`src/rtl/rr_grant_arbiter.sv`:
```
// Round-robin grant arbiter, MSB-first within a window rotating below the last grant; optional ARB_TIMEOUT_EN forced release.
// Latency: grant registered 1 cycle after req is sampled; one idle bubble after every release.
// Backpressure: owner holds the grant until done or its req drops; other requests wait.
module rr_grant_arbiter #(
    parameter  int N_REQ    = 4,
    parameter  int MAX_HOLD = 16,
    localparam int IDX_W    = $clog2(N_REQ)
) (
    input  logic             clk,
    input  logic             rst_n,
    input  logic [N_REQ-1:0] req,
    input  logic             done,
    output logic [N_REQ-1:0] grant,
    output logic             grant_valid,
    output logic [IDX_W-1:0] grant_idx,
    output logic             timeout
);

    if (N_REQ < 2) begin : g_bad_n_req
        $error("rr_grant_arbiter: N_REQ must be >= 2");
    end
    if (MAX_HOLD < 1) begin : g_bad_max_hold
        $error("rr_grant_arbiter: MAX_HOLD must be >= 1");
    end

    typedef enum logic {IDLE = 1'b0, GRANT = 1'b1} state_e;

    state_e             state_q, state_d;
    logic [IDX_W-1:0]   last_ptr_q, last_ptr_d;
    logic [N_REQ-1:0]   grant_q, grant_d;
    logic [IDX_W-1:0]   grant_idx_q, grant_idx_d;

    logic [N_REQ-1:0]   rot_req;
    logic [IDX_W-1:0]   win_idx;
    logic [N_REQ-1:0]   win_oh;
    logic               any_req;
    logic               rel_norm;
    logic               expire;
    logic               release_now;

    // Rotating {req,req} right by last_ptr puts requester last_ptr-1 at the MSB,
    // so an MSB-first pick walks last_ptr-1, last_ptr-2, ... with wrap modulo N_REQ.
    always_comb begin
        int pick;
        int win;
        rot_req = N_REQ'({req, req} >> last_ptr_q);
        pick    = 0;
        for (int j = 0; j < N_REQ; j++) begin
            if (rot_req[j]) pick = j;
        end
        win = pick + int'(last_ptr_q);
        if (win >= N_REQ) win = win - N_REQ;
        win_idx = IDX_W'(win);
    end

    assign win_oh      = N_REQ'(1) << win_idx;
    assign any_req     = |req;
    assign rel_norm    = (state_q == GRANT) && (done || !(|(req & grant_q)));
    assign release_now = rel_norm || expire;

    always_ff @(posedge clk or negedge rst_n) begin
        if (!rst_n) state_q <= IDLE;
        else        state_q <= state_d;
    end

    always_comb begin
        state_d = state_q;
        case (state_q)
            IDLE:    if (any_req)     state_d = GRANT;
            GRANT:   if (release_now) state_d = IDLE;
            default: state_d = IDLE;
        endcase
    end

    always_comb begin
        grant_d     = grant_q;
        grant_idx_d = grant_idx_q;
        last_ptr_d  = last_ptr_q;
        case (state_q)
            IDLE: begin
                grant_d     = '0;
                grant_idx_d = '0;
                if (any_req) begin
                    grant_d     = win_oh;
                    grant_idx_d = win_idx;
                    last_ptr_d  = win_idx;
                end
            end
            GRANT: begin
                if (release_now) begin
                    grant_d     = '0;
                    grant_idx_d = '0;
                end
            end
            default: begin
                grant_d     = '0;
                grant_idx_d = '0;
            end
        endcase
    end

    always_ff @(posedge clk or negedge rst_n) begin
        if (!rst_n) begin
            grant_q     <= '0;
            grant_idx_q <= '0;
            last_ptr_q  <= '0;
        end else begin
            grant_q     <= grant_d;
            grant_idx_q <= grant_idx_d;
            last_ptr_q  <= last_ptr_d;
        end
    end

    assign grant       = grant_q;
    assign grant_valid = (state_q == GRANT);
    assign grant_idx   = grant_idx_q;

`ifdef ARB_TIMEOUT_EN
    localparam int CNT_W = (MAX_HOLD > 1) ? $clog2(MAX_HOLD) : 1;

    logic [CNT_W-1:0] hold_q, hold_d;
    logic             timeout_q, timeout_d;

    // hold_q counts completed grant cycles; the MAX_HOLD-th one forces release.
    assign expire = (state_q == GRANT) && (hold_q == CNT_W'(MAX_HOLD - 1));

    always_comb begin
        hold_d    = hold_q;
        if (state_q == IDLE)  hold_d = '0;
        else if (!release_now) hold_d = hold_q + 1'b1;
        timeout_d = expire && !rel_norm;
    end

    always_ff @(posedge clk or negedge rst_n) begin
        if (!rst_n) begin
            hold_q    <= '0;
            timeout_q <= 1'b0;
        end else begin
            hold_q    <= hold_d;
            timeout_q <= timeout_d;
        end
    end

    assign timeout = timeout_q;
`else
    assign expire  = 1'b0;
    assign timeout = 1'b0;
`endif

endmodule

```
`config.mk`:
```
export PLATFORM = sky130hd
export DESIGN_NAME = rr_grant_arbiter
export DESIGN_NICKNAME = d
export VERILOG_FILES = /design/src/rtl/rr_grant_arbiter.sv
export SDC_FILE = /design/constraint.sdc
export NUM_CORES = 1
export LEC_CHECK = 0
export ABC_AREA = 1
export ABC_CLOCK_PERIOD_IN_PS = 3900
export CAP_MARGIN = 20
export CORE_AREA = 5 5 42 44
export CTS_BUF_LIST = sky130_fd_sc_hd__clkbuf_16
export CTS_CLUSTER_SIZE = 28
export DETAILED_ROUTE_END_ITERATION = 8
export DIE_AREA = 0 0 47 49
export DONT_BUFFER_PORTS = 1
export PLACE_DENSITY = 0.58
export SLEW_MARGIN = 30
export SYNTH_ARGS = -nofsm -noshare
export SYNTH_HDL_FRONTEND = slang
export SYNTH_SLANG_ARGS = --single-unit
```
`constraint.sdc`:
```
create_clock -name clk -period 3.9 [get_ports clk]
set_input_delay 0.39 -clock clk [delete_from_list [all_inputs] [get_ports clk]]
set_output_delay 0.39 -clock clk [all_outputs]
set_load 0.05 [all_outputs]
```
==> Flow_metrics.wiki <==
{| class="wikitable"
! Metric !! Value
|-
| Status || finished, final reports clean
|-
| Tcrit/Tclk final || 43.6%
|-
| Post-Syn Area || 563 µm²
|-
| Final Non-Filler Cells || 97
|-
| Routed Antenna Nets || 0
|-
| Total cell area at the placement stage || 576 µm²
|-
| Proportion of synthesized chip area in sequential cells || 40.0%
|-
| Detail Route met3 WL || 86 µm
|-
| Critical-path maximum fanout || 8
|-
| Initial antenna violation count || 0
|-
| Crit-path cells || inv_2 > nand2_1 > nand2_1 > nand2_1 > nand2_1 > a22oi_1 > ha_1 > nand2_1 > inv_1 > nand3_1 > nand2_1
|-
| Vertical die dimension || 49 µm
|-
| Placement row count || 14
|-
| Drt initial violations || 6
|-
| Total routed wirelength || 1.29 mm
|-
| Path type of the worst min-delay path || in -> reg
|-
| Count of yosys warnings during synthesis || 0
|-
| CTS clk-pin slew, worst paths || 0.04 ns
|-
| DIE WIDTH || 47 µm
|-
| Input/output buffers || 0
|-
| Total setup buffers inserted after CTS || 0
|-
| CTS tree || yes
|-
| Fraction of synthesis flops using an asynchronous set or reset pin || 100%
|-
| Clock buffers created by TritonCTS || 3
|-
| Number of flops mapped to enable cells by yosys || 0
|-
| Met2 wire len || 681 µm
|-
| Share of the core filled with cells in the final layout || 47.4%
|-
| Max Root-Sink Buffers || 2
|-
| Share of final-layout standard cells stronger than drive strength 1 || 13.6%
|-
| Mean cell area of the mapped netlist || 7.31 µm²
|-
| Peak VDD IR || 0.532 mV
|-
| Number of I/O pins || 15
|-
| Min-delay src || done
|-
| WP depth || 11
|-
| Cell depth of the worst flop-to-flop path || 11
|-
| Relative slew slack || 53.1%
|-
| Remaining global-route overflow || 0
|-
| Via count || 522
|-
| Max Fclk || 0.588 GHz
|-
| Finish-stage setup viols || 0
|-
| Buffer and inverter count on the worst path || 2
|-
| Fraction of synthesized cell area taken by the top area cell type || 40.0%
|-
| Final layout net count || 90
|-
| Highest routed metal layer || met4
|-
| Number of global-route vias before repair || 517
|-
| Number of endpoints with negative hold slack in the final report || 0
|-
| Placeable core region || 0.00140 mm²
|-
| Die area || 0.00230 mm²
|-
| Area added between synthesis and finish || 18.0%
|-
| Post-cts repair resize count || 0
|-
| Mapped Cells || 77
|-
| Most frequent cell after synthesis || sky130_fd_sc_hd__nand2_1
|-
| Initial Utilization || 40.2%
|-
| Crit path required time || 4.02 ns
|-
| Final routed wire length divided by cell count || 13.2 µm
|-
| Flip-flop cell with the highest count after synthesis || sky130_fd_sc_hd__dfrtp_1
|-
| Count of max-cap constraint violations || 0
|-
| Global-route wire length before repair || 2.26 mm
|-
| Highest cell delay on the worst timing path || 0.47 ns
|-
| Count of hold-fix buffers inserted at cts || 1
|-
| Leading area contributor after synthesis || sky130_fd_sc_hd__dfrtp_1
|-
| Routability Congestion || 0.810
|-
| Worst clock skew on the final layout || 0.00188 ns
|-
| Clock Tree Root || sky130_fd_sc_hd__clkbuf_16
|-
| Pin count of the biggest net entering global routing || 10
|-
| CP Class || reg -> reg
|-
| Transition time at the pin with the least slew margin || 0.703 ns
|-
| Flip-flop and latch count after synthesis || 9
|-
| HPWL after DPL || 1.01 mm
|-
| Crit path arrival time || 1.82 ns
|-
| Number of max-slew violations in the final report || 0
|-
| Cells after DPL || 92
|-
| Most frequent cells after synthesis || 26 x sky130_fd_sc_hd__nand2_1, 9 x sky130_fd_sc_hd__dfrtp_1, 9 x sky130_fd_sc_hd__inv_1
|-
| Count of cells along the worst hold path || 3
|-
| Crit path max-delay cell type || sky130_fd_sc_hd__dfrtp_1
|-
| Library cell appearing most often on the critical path || sky130_fd_sc_hd__nand2_1
|-
| Worst setup startpoint || last_ptr_q[0]
|-
| Critical path's top delay family || simple AND/OR/NAND/NOR gates
|-
| Leakage dissipation || 0.000353 µW
|-
| Post-detailed-route DRC marker count || 0
|-
| Net count after synthesis || 85
|-
| Number of levels the H-tree was split into || 1
|-
| PD cells || 1050 mW/mm²
|-
| Number of distinct standard cells referenced by the synthesized netlist || 18
|-
| Crit Reg-Reg Startpoint || last_ptr_q[0]
|-
| Overall global routing resource usage || 13.8%
|-
| Worst hold-check slack || 0.420 ns
|-
| Total non-filler cell area in the finished layout || 664 µm²
|-
| Met1 layer wirelength in the final routing || 482 µm
|-
| Startpoint Class || flop
|-
| Clock sink total || 9
|-
| Cell types with the largest area share after synthesis || sky130_fd_sc_hd__dfrtp_1 40%, sky130_fd_sc_hd__nand2_1 17%, sky130_fd_sc_hd__nand4_1 6.7%
|-
| Vias per Instance || 5.38
|-
| Skew-Pair Late Insertion Delay || 0.23 ns
|-
| Capturing element type of the critical path || flop
|-
| Post-route setup TNS || 0 ns
|-
| Setup repair after global routing missed its margin || false
|-
| Shortest clock period the worst path allows after layout || 1.70 ns
|-
| Drt first pass iters || 4
|-
| Total inserted antenna cells || 0
|}
-- layer usage --
metal,vias to the layer above,GRT usage [%]
li1,261,-
met1,241,16.2
met2,15,21.3
met3,5,3.69
met4,0,8.76
met5,-,0
-- registers in the layout, summed over array words and instances, names as in the netlist --
register and flops:
grant_idx 2, grant_valid 1, grant 4, last_ptr_q 2
-- report_power, final --
part | total (µW) | switching (µW) | internal (µW)
clock | 174 | 40.3 | 133
sequential | 265 | 134 | 131
combinational | 259 | 167 | 92.0
-- per-stage QoR --
step           power [µW]  setup slack, ns
6_report              698             2.20
5_1_grt               761             1.97
4_1_cts               704             2.21
3_5_place_dp          516             2.24
3_3_place_gp          518             2.26
2_1_floorplan         465             2.42
-- placed cells by master (no fill, tap or decap) --
master and count:
sky130_fd_sc_hd__ha_1 1, sky130_fd_sc_hd__nand2_2 3, sky130_fd_sc_hd__a31oi_1 1, sky130_fd_sc_hd__inv_2 1, sky130_fd_sc_hd__o21ai_0 1, sky130_fd_sc_hd__inv_1 10, sky130_fd_sc_hd__and2_1 1, sky130_fd_sc_hd__nand2_1 26
sky130_fd_sc_hd__dfrtp_1 9, sky130_fd_sc_hd__a31oi_2 1, sky130_fd_sc_hd__nand4_1 6, sky130_fd_sc_hd__clkbuf_16 3, sky130_fd_sc_hd__o21ai_1 2, sky130_fd_sc_hd__nor2_1 4, sky130_fd_sc_hd__nand3_2 3, sky130_fd_sc_hd__a22oi_1 1
sky130_fd_sc_hd__nand3_1 6, sky130_fd_sc_hd__conb_1 1, sky130_fd_sc_hd__dlygate4sd3_1 1
-- final cells by class --
cell class                 count  area [µm²]
tap                           16        20.0
inverter                      10        37.5
multi-input combinational     57         293
timing repair buffer           1        10.0
sequential                     9         225
fill                         140         737
clock buffer                   3        75.1
clock inverter                 1        3.75
-- cell families (layout without fill, tap and decap cells) --
logic type | count (synthesis) | count (layout) | share of synthesized area, %
buffers and inverters | 11 | 15 | 8.00
flip-flops | 9 | 9 | 40.0
adder cells (fa/ha/maj) | 1 | 1 | 2.22
AND/OR/NAND/NOR | 49 | 49 | 41.8
AO/OA/AOI/OAI | 6 | 6 | 7.33
other | 1 | 1 | 0.666
-- worst reg2reg max path, delay by kind of cell (launching register included) --
kind,cells,cell delay [ns]
buffers and inverters,2,0.15
AO/OA/AOI/OAI,1,0.18
flip-flops,1,0.47
AND/OR/NAND/NOR,7,0.52
adder cells (fa/ha/maj),1,0.27
-- path summary, 6_finish.rpt --
path,end,slack [ns]
worst min-delay path,grant[0],0.42
worst min register to register,last_ptr_q[1],0.59
worst max register to register,grant[3],2.20
min in group asynchronous,grant[2],0.53
max in group asynchronous,last_ptr_q[0],3.09
worst max-delay path,grant[3],2.20
(Power assumes the default switching activity.)
